File: src/rtl/load_store_unit.sv
// load_store_unit: RV32I data-side load/store stage.
// Takes the ALU result as the effective address and rs2 as store data. It runs
// one access per request over a valid/ready memory port and returns
// sign/zero-extended load data.
// Ports:
//   clk, rst            - core clock (rising edge), async active-low reset
//   lsu_req/we/funct3   - core request; held high until lsu_done
//   lsu_addr/lsu_wdata  - effective byte address and store data
//   lsu_busy            - combinational stall (lsu_req & ~lsu_done)
//   lsu_done/err/rdata  - completion pulse, error flag, extended load data
//   mem_req_*           - request channel (valid/ready, addr, we, be, wdata)
//   mem_resp_*          - response/ack channel with load word
module load_store_unit #(
  parameter int unsigned TIMEOUT = 255
) (
  input  logic        clk,
  input  logic        rst,
  input  logic        lsu_req,
  input  logic        lsu_we,
  input  logic [2:0]  lsu_funct3,
  input  logic [31:0] lsu_addr,
  input  logic [31:0] lsu_wdata,
  output logic        lsu_busy,
  output logic        lsu_done,
  output logic [31:0] lsu_rdata,
  output logic        lsu_err,
  output logic        mem_req_valid,
  input  logic        mem_req_ready,
  output logic [31:0] mem_addr,
  output logic        mem_we,
  output logic [3:0]  mem_be,
  output logic [31:0] mem_wdata,
  input  logic        mem_resp_valid,
  input  logic [31:0] mem_resp_rdata
);

  localparam int unsigned     CNT_W    = 16;
  localparam logic [CNT_W-1:0] CNT_LAST = CNT_W'(TIMEOUT - 1);

  localparam logic [2:0] F3_B  = 3'b000;
  localparam logic [2:0] F3_H  = 3'b001;
  localparam logic [2:0] F3_W  = 3'b010;
  localparam logic [2:0] F3_BU = 3'b100;
  localparam logic [2:0] F3_HU = 3'b101;

  typedef enum logic [1:0] {IDLE, REQ, WAIT, RESP} state_e;

  state_e             state_q, state_d;
  logic               we_q, we_d;
  logic [2:0]         funct3_q, funct3_d;
  logic [1:0]         off_q, off_d;
  logic [CNT_W-1:0]   cnt_q, cnt_d;
  logic               done_q, done_d;
  logic               err_q, err_d;
  logic [31:0]        rdata_q, rdata_d;
  logic               valid_q, valid_d;
  logic [31:0]        addr_q, addr_d;
  logic               mem_we_q, mem_we_d;
  logic [3:0]         be_q, be_d;
  logic [31:0]        wdata_q, wdata_d;

  logic               req_legal_c, req_aligned_c;
  logic [3:0]         req_be_c;
  logic [31:0]        req_wdata_c;
  logic [31:0]        ld_shift_c, ld_data_c;

  assign lsu_busy      = lsu_req & ~done_q;
  assign lsu_done      = done_q;
  assign lsu_err       = err_q;
  assign lsu_rdata     = rdata_q;
  assign mem_req_valid = valid_q;
  assign mem_addr      = addr_q;
  assign mem_we        = mem_we_q;
  assign mem_be        = be_q;
  assign mem_wdata     = wdata_q;

  // Decode the incoming request: legality, alignment, byte lanes, replicated store data.
  always_comb begin
    req_aligned_c = 1'b0;
    req_be_c      = 4'b0000;
    req_wdata_c   = lsu_wdata;
    case (lsu_funct3[1:0])
      2'b00: begin
        req_aligned_c = 1'b1;
        req_be_c      = 4'b0001 << lsu_addr[1:0];
        req_wdata_c   = {4{lsu_wdata[7:0]}};
      end
      2'b01: begin
        req_aligned_c = ~lsu_addr[0];
        req_be_c      = 4'b0011 << {lsu_addr[1], 1'b0};
        req_wdata_c   = {2{lsu_wdata[15:0]}};
      end
      2'b10: begin
        req_aligned_c = (lsu_addr[1:0] == 2'b00);
        req_be_c      = 4'b1111;
      end
      default: ;
    endcase
    // Stores only have B/H/W; loads add BU/HU.
    if (lsu_we) begin
      req_legal_c = ~lsu_funct3[2] & (lsu_funct3[1:0] != 2'b11);
    end else begin
      req_legal_c = (lsu_funct3[1:0] != 2'b11) & ~(lsu_funct3[2] & lsu_funct3[1]);
    end
  end

  // Move the addressed lane down to bit 0, then extend according to the latched funct3.
  assign ld_shift_c = mem_resp_rdata >> {off_q, 3'b000};

  always_comb begin
    ld_data_c = ld_shift_c;
    case (funct3_q)
      F3_B:    ld_data_c = {{24{ld_shift_c[7]}}, ld_shift_c[7:0]};
      F3_H:    ld_data_c = {{16{ld_shift_c[15]}}, ld_shift_c[15:0]};
      F3_W:    ld_data_c = ld_shift_c;
      F3_BU:   ld_data_c = {24'h000000, ld_shift_c[7:0]};
      F3_HU:   ld_data_c = {16'h0000, ld_shift_c[15:0]};
      default: ld_data_c = ld_shift_c;
    endcase
  end

  // Next-state and registered-output logic.
  always_comb begin
    state_d  = state_q;
    we_d     = we_q;
    funct3_d = funct3_q;
    off_d    = off_q;
    cnt_d    = cnt_q;
    done_d   = 1'b0;
    err_d    = 1'b0;
    rdata_d  = rdata_q;
    valid_d  = 1'b0;
    addr_d   = addr_q;
    mem_we_d = mem_we_q;
    be_d     = be_q;
    wdata_d  = wdata_q;

    case (state_q)
      IDLE: begin
        if (lsu_req) begin
          we_d     = lsu_we;
          funct3_d = lsu_funct3;
          off_d    = lsu_addr[1:0];
          addr_d   = {lsu_addr[31:2], 2'b00};
          mem_we_d = lsu_we;
          be_d     = req_be_c;
          wdata_d  = req_wdata_c;
          if (req_legal_c && req_aligned_c) begin
            state_d = REQ;
            valid_d = 1'b1;
            cnt_d   = '0;
          end else begin
            // Rejected before any memory traffic.
            state_d = RESP;
            done_d  = 1'b1;
            err_d   = 1'b1;
            rdata_d = '0;
          end
        end
      end
      REQ: begin
        // The budget is spent on this cycle: abandon even if ready arrives now.
        if (cnt_q == CNT_LAST) begin
          state_d = RESP;
          done_d  = 1'b1;
          err_d   = 1'b1;
          rdata_d = '0;
        end else begin
          cnt_d = cnt_q + CNT_W'(1);
          if (mem_req_ready) begin
            state_d = WAIT;
          end else begin
            valid_d = 1'b1;
          end
        end
      end
      WAIT: begin
        // A response on the last budget cycle still completes the access.
        if (mem_resp_valid) begin
          state_d = RESP;
          done_d  = 1'b1;
          rdata_d = we_q ? 32'h0 : ld_data_c;
        end else if (cnt_q == CNT_LAST) begin
          state_d = RESP;
          done_d  = 1'b1;
          err_d   = 1'b1;
          rdata_d = '0;
        end else begin
          cnt_d = cnt_q + CNT_W'(1);
        end
      end
      RESP: begin
        state_d = IDLE;
      end
      default: begin
        state_d = IDLE;
      end
    endcase
  end

  // State and output registers.
  always_ff @(posedge clk or negedge rst) begin
    if (!rst) begin
      state_q  <= IDLE;
      we_q     <= 1'b0;
      funct3_q <= 3'b000;
      off_q    <= 2'b00;
      cnt_q    <= '0;
      done_q   <= 1'b0;
      err_q    <= 1'b0;
      rdata_q  <= '0;
      valid_q  <= 1'b0;
      addr_q   <= '0;
      mem_we_q <= 1'b0;
      be_q     <= 4'b0000;
      wdata_q  <= '0;
    end else begin
      state_q  <= state_d;
      we_q     <= we_d;
      funct3_q <= funct3_d;
      off_q    <= off_d;
      cnt_q    <= cnt_d;
      done_q   <= done_d;
      err_q    <= err_d;
      rdata_q  <= rdata_d;
      valid_q  <= valid_d;
      addr_q   <= addr_d;
      mem_we_q <= mem_we_d;
      be_q     <= be_d;
      wdata_q  <= wdata_d;
    end
  end

endmodule

File: config.mk
export PLATFORM = sky130hd
export DESIGN_NAME = load_store_unit
export DESIGN_NICKNAME = d
export VERILOG_FILES = /design/src/rtl/load_store_unit.sv
export SDC_FILE = /design/constraint.sdc
export NUM_CORES = 1
export LEC_CHECK = 0
export ABC_AREA = 1
export BUFFER_PORTS_ARGS = -buffer_cell sky130_fd_sc_hd__buf_2
export CORE_UTILIZATION = 51
export CTS_CLUSTER_DIAMETER = 50
export DETAILED_ROUTE_END_ITERATION = 12
export GPL_ROUTABILITY_DRIVEN = 0
export GPL_TIMING_DRIVEN = 0
export MAX_ROUTING_LAYER = met4
export PLACE_DENSITY = 0.81
export SETUP_SLACK_MARGIN = 0.2
export SLEW_MARGIN = 10
export SYNTH_ARGS = -nofsm -noshare
export SYNTH_HDL_FRONTEND = slang
export SYNTH_SLANG_ARGS = --single-unit
File: constraint.sdc
create_clock -name clk -period 2.32 [get_ports clk]
set_clock_uncertainty 0.15 [all_clocks]
set_input_delay 0.116 -clock clk [delete_from_list [all_inputs] [get_ports clk]]
set_output_delay 0.116 -clock clk [all_outputs]
set_load 0.05 [all_outputs]
# [Yosys cells after proc, flatten, opt, wreduce, memory -nomap -nowiden]
# Index checks and enable logic that the tools add are counted.
[word_totals] reg_bits=125 latchBits=0 ram_bits=0 rom_bits=0 in_bits=105 elab_cells=85 n_memories=0
[classes] addsub=1 mul=0 div_mod_pow=0 order_cmp=0 n_eq_ne=16 shifts=3 mux=35 n_bitwise=8 reduce_logical=10
[op_table] op="$mux W32" n=5
[op_table] op="$pmux W32 S4" n=1
[op_table] op="$pmux W32 S3" n=1
[op_table] op="$mux W16" n=4
[op_table] op="$pmux W32 S2" n=1
[op_table] op="$pmux W16 S3" n=1
[op_table] op="$shr A32 B5 Y32" n=1
[op_table] op="$add A16 B1 Y16 const B" n=1
[op_table] op="$eq A16 B8 Y1 const B" n=1
[op_table] op="$mux W2" n=6
[op_table] op="$pmux W4 S3" n=1
[op_table] op="$mux W1" n=10
[op_table] op="$ne A2 B2 Y1 const B" n=5
[op_table] op="$pmux W1 S3" n=3
[op_table] op="$pmux W2 S4" n=1
[op_table] op="$eq A2 B2 Y1 const B" n=3
[op_table] op="$eq A3 B3 Y1 const B" n=2
[op_table] op="$logic_not A2 Y1" n=3
[op_table] op="$ne A3 B3 Y1 const B" n=2
[op_table] op="$reduce_and A3 Y1" n=2
[op_table] op="$and A1 B1 Y1" n=4
[op_table] op="$eq A2 B1 Y1 const B" n=2
[op_table] op="$not A1 Y1" n=4
[op_table] op="$reduce_and A4 Y1" n=1
[op_table] op="other kinds (8)" n=8

# [Logic depth before layout (Yosys ltp)]
[depth] word_depth=8 depth_mapped=11

# [Least setup slack after synthesis]
# Ideal clock, no wire load.
[synth_timing] path_kind="register -> register" start="register state_q[0]" end="register cnt_q[8]" arrival_time_ps=1651 required_ps=2094 slack_ps=442 stages_incl_launch_ff=11 n_path_buf=2 path_cell_list="dfrtp_1 > inv_1 > ha_1 > buf_2 > nand2_1 > a21boi_2 > nand2_4 > nor2_8 > buf_6 > nand2_1 > o21ai_1"
[synth_via] elab_chain_len=3 word_cells_on_any_way=9
[synth_rtl] element="start, declared" line="48" text="state_e state_q, state_d;"
[synth_rtl] element="start signal, assigned" line="218" text="state_q <= state_d;"
[synth_rtl] element="$eq A2 B2 Y1 (tied with other cells)" line="138" text="case (state_q)"
[synth_rtl] element="$ne A2 B2 Y1 (no line) / $reduce_bool A3 Y1 (equally long branches)"
[synth_rtl] element="$reduce_and A4 Y1 (no line)"
[synth_rtl] element="end signal, assigned" line="222" text="cnt_q <= cnt_d;"
[synth_rtl] element="end, declared" line="52" text="logic [CNT_W-1:0] cnt_q, cnt_d;"
# Several ways; a longest one is shown, not always the timed one.
# A chain may end at the register's enable or synchronous reset.

# [Final worst setup path]
[layout_timing] start="register state_q[0]" end="register wdata_q[23] (netlist: mem_wdata[23])"
[layout_via] elab_chain_len=2
[layout_rtl] element="$logic_not A2 Y1" line="138"
[layout_rtl] element="$reduce_and A2 Y1 (no line)"
[layout_rtl] element="end signal, assigned" line="230" text="wdata_q <= wdata_d;"
[layout_rtl] element="end, declared" line="60" text="logic [31:0] wdata_q, wdata_d;"
# Every way passes these cells.

==> impl_metrics.tcl <==
set metrics [dict create \
    rows 40 \
    drt_iter0_drc 803 \
    grt-ovfl-total 0 \
    grt_pass1_vias 7243 \
    diodes 0 \
    seq_area_frac_synth_pct 48.2 \
    cts-root-buf "clkbuf_16" \
    core_area_um2 12200 \
    firstDrtPassIters 6 \
    clock-sinks 125 \
    syn_area_um2 6490 \
    clk_path_buf_depth 2 \
    start_kind "flop" \
    clkPwrFrac_pct 19.1 \
    tritoncts "yes" \
    dp.cells 1241 \
    power_leakage_uw 0.00507 \
    grt_setup_unrepaired "true" \
    setup_viol 0 \
    clkLatencyLatePin_ps 420 \
    initial_utilization_pct 53.1 \
    swShare_pct 51.4 \
    postRouteAntennaNets 0 \
    p_int_uw 6840 \
    dp_hpwl_um 13700 \
    vias 7402 \
    worstSetupPathType "reg2reg" \
    grt_pass1_wl_um 35300 \
    drc_errors 0 \
    hold_class "in2reg" \
    fin_crit_ps 2090 \
    ys_warn_count 0 \
    synth_seq_cells 125 \
    worst_slew_margin_rel_pct 64.0 \
    synth.distinct_cells 33 \
    fin_cells 1372 \
    worst-r2r-cell-count 9 \
    endpoint_kind "flop" \
    max-vdd-ir-drop_v 0.00105 \
    min_delay_worst_endpoint "lsu_rdata[28]" \
    routed_via_density 5.40 \
    htree_levels 4 \
    comb_power_share_pct 55.9 \
    fill_cells 832 \
    drt-total-wl_um 22100 \
    mostFrequentLayoutCell "nand2_1" \
    slew_viol_final 0 \
    die_h_um 115 \
    cp_common_cell "nand2_1" \
    p_total_uw 14100 \
    finalCritPeriodShare_pct 90.1 \
    worst_ep_arrival_time_ps 2230 \
    syn_inst 864 \
    cpMaxStageDelayCell "dfrtp_1" \
    power_switching_uw 7240 \
    slowest_delay_ps 410 \
    syn_avg_cell_area_um2 7.51 \
    min_from "mem_resp_rdata[28]" \
    final_core_util_pct 77.1 \
    path_clk_slew_ps 60 \
    final_cell_mix "nand2_1 (403), buf_2 (211), dfrtp_1 (125)" \
    path_cells "inv_1 > ha_2 > nand2_4 > clkinvlp_4 > buf_4 > nand2_1 > nand2_1 > o21ai_0 > nand2_1" \
    maxCapViolCount 0 \
    drive_gt1_share_pct 25.2 \
    antenna_found_initial 0 \
    grt_max_degree 75 \
    whs_ps 10.4 \
    io_buffer_count 207 \
    numCtsBuffers 17 \
    r2r_setup_slack_ps 230 \
    die-area_um2 13200 \
    hold_violations 0 \
    final_nets 1304 \
    min_path_cells 5 \
    die_w_um 115 \
    worst_pin_slew_ps 540 \
    fmax_ghz 0.478 \
    reg2reg_from "state_q[0]" \
    pwr-share-seq_pct 25.0 \
    syn_to_final_growth_pct 45.1 \
    reg2reg_to "mem_wdata[23]" \
    ios 210 \
    powerDensity_nw_per_um2 1500 \
    cp_max_fo 10 \
    grt_util_all_layers_pct 36.1 \
    cp.required_ps 2460 \
    post_drt_wl_per_cell_um 16.1 \
    status "finished clean" \
]
critical path, delay by kind of cell (launching register included):
family	cells	cell delay, ps
AO/OA/AOI/OAI	1	150
flip-flops	1	410
AND/OR/NAND/NOR	4	480
adder cells (fa/ha/maj)	1	250
buffers and inverters	3	520
layer usage:
layer | GRT usage, % | wire length, um
met2 | 58.9 | 10600
met5 | - | 0
met4 | 16.5 | 879
met1 | 41.9 | 8690
met3 | 9.49 | 1970
power groups by stage:
| stage | clock network [uW] | logic (uW) | registers [uW] |
|---|---|---|---|
| 4_1_cts | 2700 | 7400 | 3470 |
| 6_report | 2690 | 7870 | 3520 |
| 5_1_grt | 2800 | 8430 | 3600 |
| 3_3_place_gp | 0 | 7160 | 3460 |
| 3_5_place_dp | 0 | 7240 | 3470 |
| 2_1_floorplan | 0 | 2910 | 6010 |
sequential cells by signal, summed over array words and instances, names as in the netlist:
| signal | cells |
|---|---|
| off_q | 2 |
| cnt_q | 16 |
| lsu_rdata | 32 |
| mem_wdata | 32 |
| mem_addr | 30 |
| funct3_q | 3 |
| lsu_err | 1 |
| mem_req_valid | 1 |
| mem_we | 1 |
| lsu_done | 1 |
| state_q | 2 |
| mem_be | 4 |
synth_stat cells:
master | n | area (um2)
buf_6 | 6 | 67.6
ha_1 | 6 | 75.1
nand3_1 | 61 | 305
clkinv_1 | 2 | 7.51
conb_1 | 1 | 3.75
nand3_4 | 2 | 35.0
nand3_2 | 4 | 40.0
inv_1 | 30 | 113
nor2_2 | 3 | 18.8
o211ai_1 | 1 | 7.51
nand4_1 | 8 | 50.1
and2_1 | 1 | 6.26
xor2_1 | 7 | 61.3
a21oi_1 | 28 | 140
nor2_1 | 26 | 97.6
or2_2 | 2 | 12.5
nor3_1 | 8 | 40.0
a21boi_2 | 1 | 11.3
nand2_4 | 3 | 33.8
nor2_8 | 1 | 20.0
buf_1 | 1 | 3.75
nand2_2 | 5 | 31.3
nand2_1 | 404 | 1520
inv_2 | 6 | 22.5
nor2_4 | 4 | 45.0
dfrtp_1 | 125 | 3130
o21ai_1 | 12 | 60.1
buf_4 | 6 | 45.0
a31oi_1 | 11 | 68.8
nor3_2 | 1 | 10.0
o21ai_0 | 57 | 285
buf_2 | 8 | 40.0
clkbuf_1 | 23 | 86.3
layout make-up:
cell class	count	area [um2]	share of cell area [%]
clock buffer	23	478	5.08
timing repair buffer	308	2050	21.8
clock inverter	7	113	1.20
inverter	38	146	1.56
sequential	125	3130	33.2
multi-input combinational	659	3020	32.1
tap	168	210	2.23
buffer	44	269	2.86
logic make-up (layout without fill, tap and decap cells):
| family | Yosys count | in the layout | synth area share (%) |
|---|---|---|---|
| simple gates | 533 | 534 | 34.9 |
| flops | 125 | 125 | 48.2 |
| compound gates | 110 | 110 | 8.83 |
| buf+inv | 82 | 420 | 5.94 |
| xor+xnor | 7 | 7 | 0.945 |
| fa+ha+maj | 6 | 6 | 1.16 |
| other cells | 1 | 2 | 0.0578 |
worst max-delay path by stage:
stage / start / endpoint / slack (ps) / cells after the start
final: state_q[0] / mem_wdata[23] / 230 / 9
after global routing: state_q[1] / mem_addr[7] / 170 / 7
after floorplan: state_q[0] / cnt_q[8] / 440 / 10
after CTS: state_q[0] / mem_wdata[19] / 210 / 9
after detailed placement: state_q[0] / mem_req_valid / -40 / 6
after global placement: rst / mem_addr[27] / -700 / 1
what timing repair did:
action                                  in CTS  in global routing
endpoints found under the hold margin      209                  0
setup buffers                                0                  8
gates resized for setup                      6                 15
hold buffers                                92                  0
endpoints found under the setup margin      68                 86
gates cloned                                 0                  1
pin swaps                                    0                  4
metrics by stage:
stage | instance area (um2) | worst slack (ps) | setup TNS (ps)
floorplan | 6490 | 442 | 0
global placement | 7740 | -699 | -86080
detailed placement | 7770 | -37.0 | -37.0
CTS | 9300 | 214 | 0
global route | 9410 | 168 | 0
finish | 9410 | 229 | 0
(Power assumes the default switching activity.)
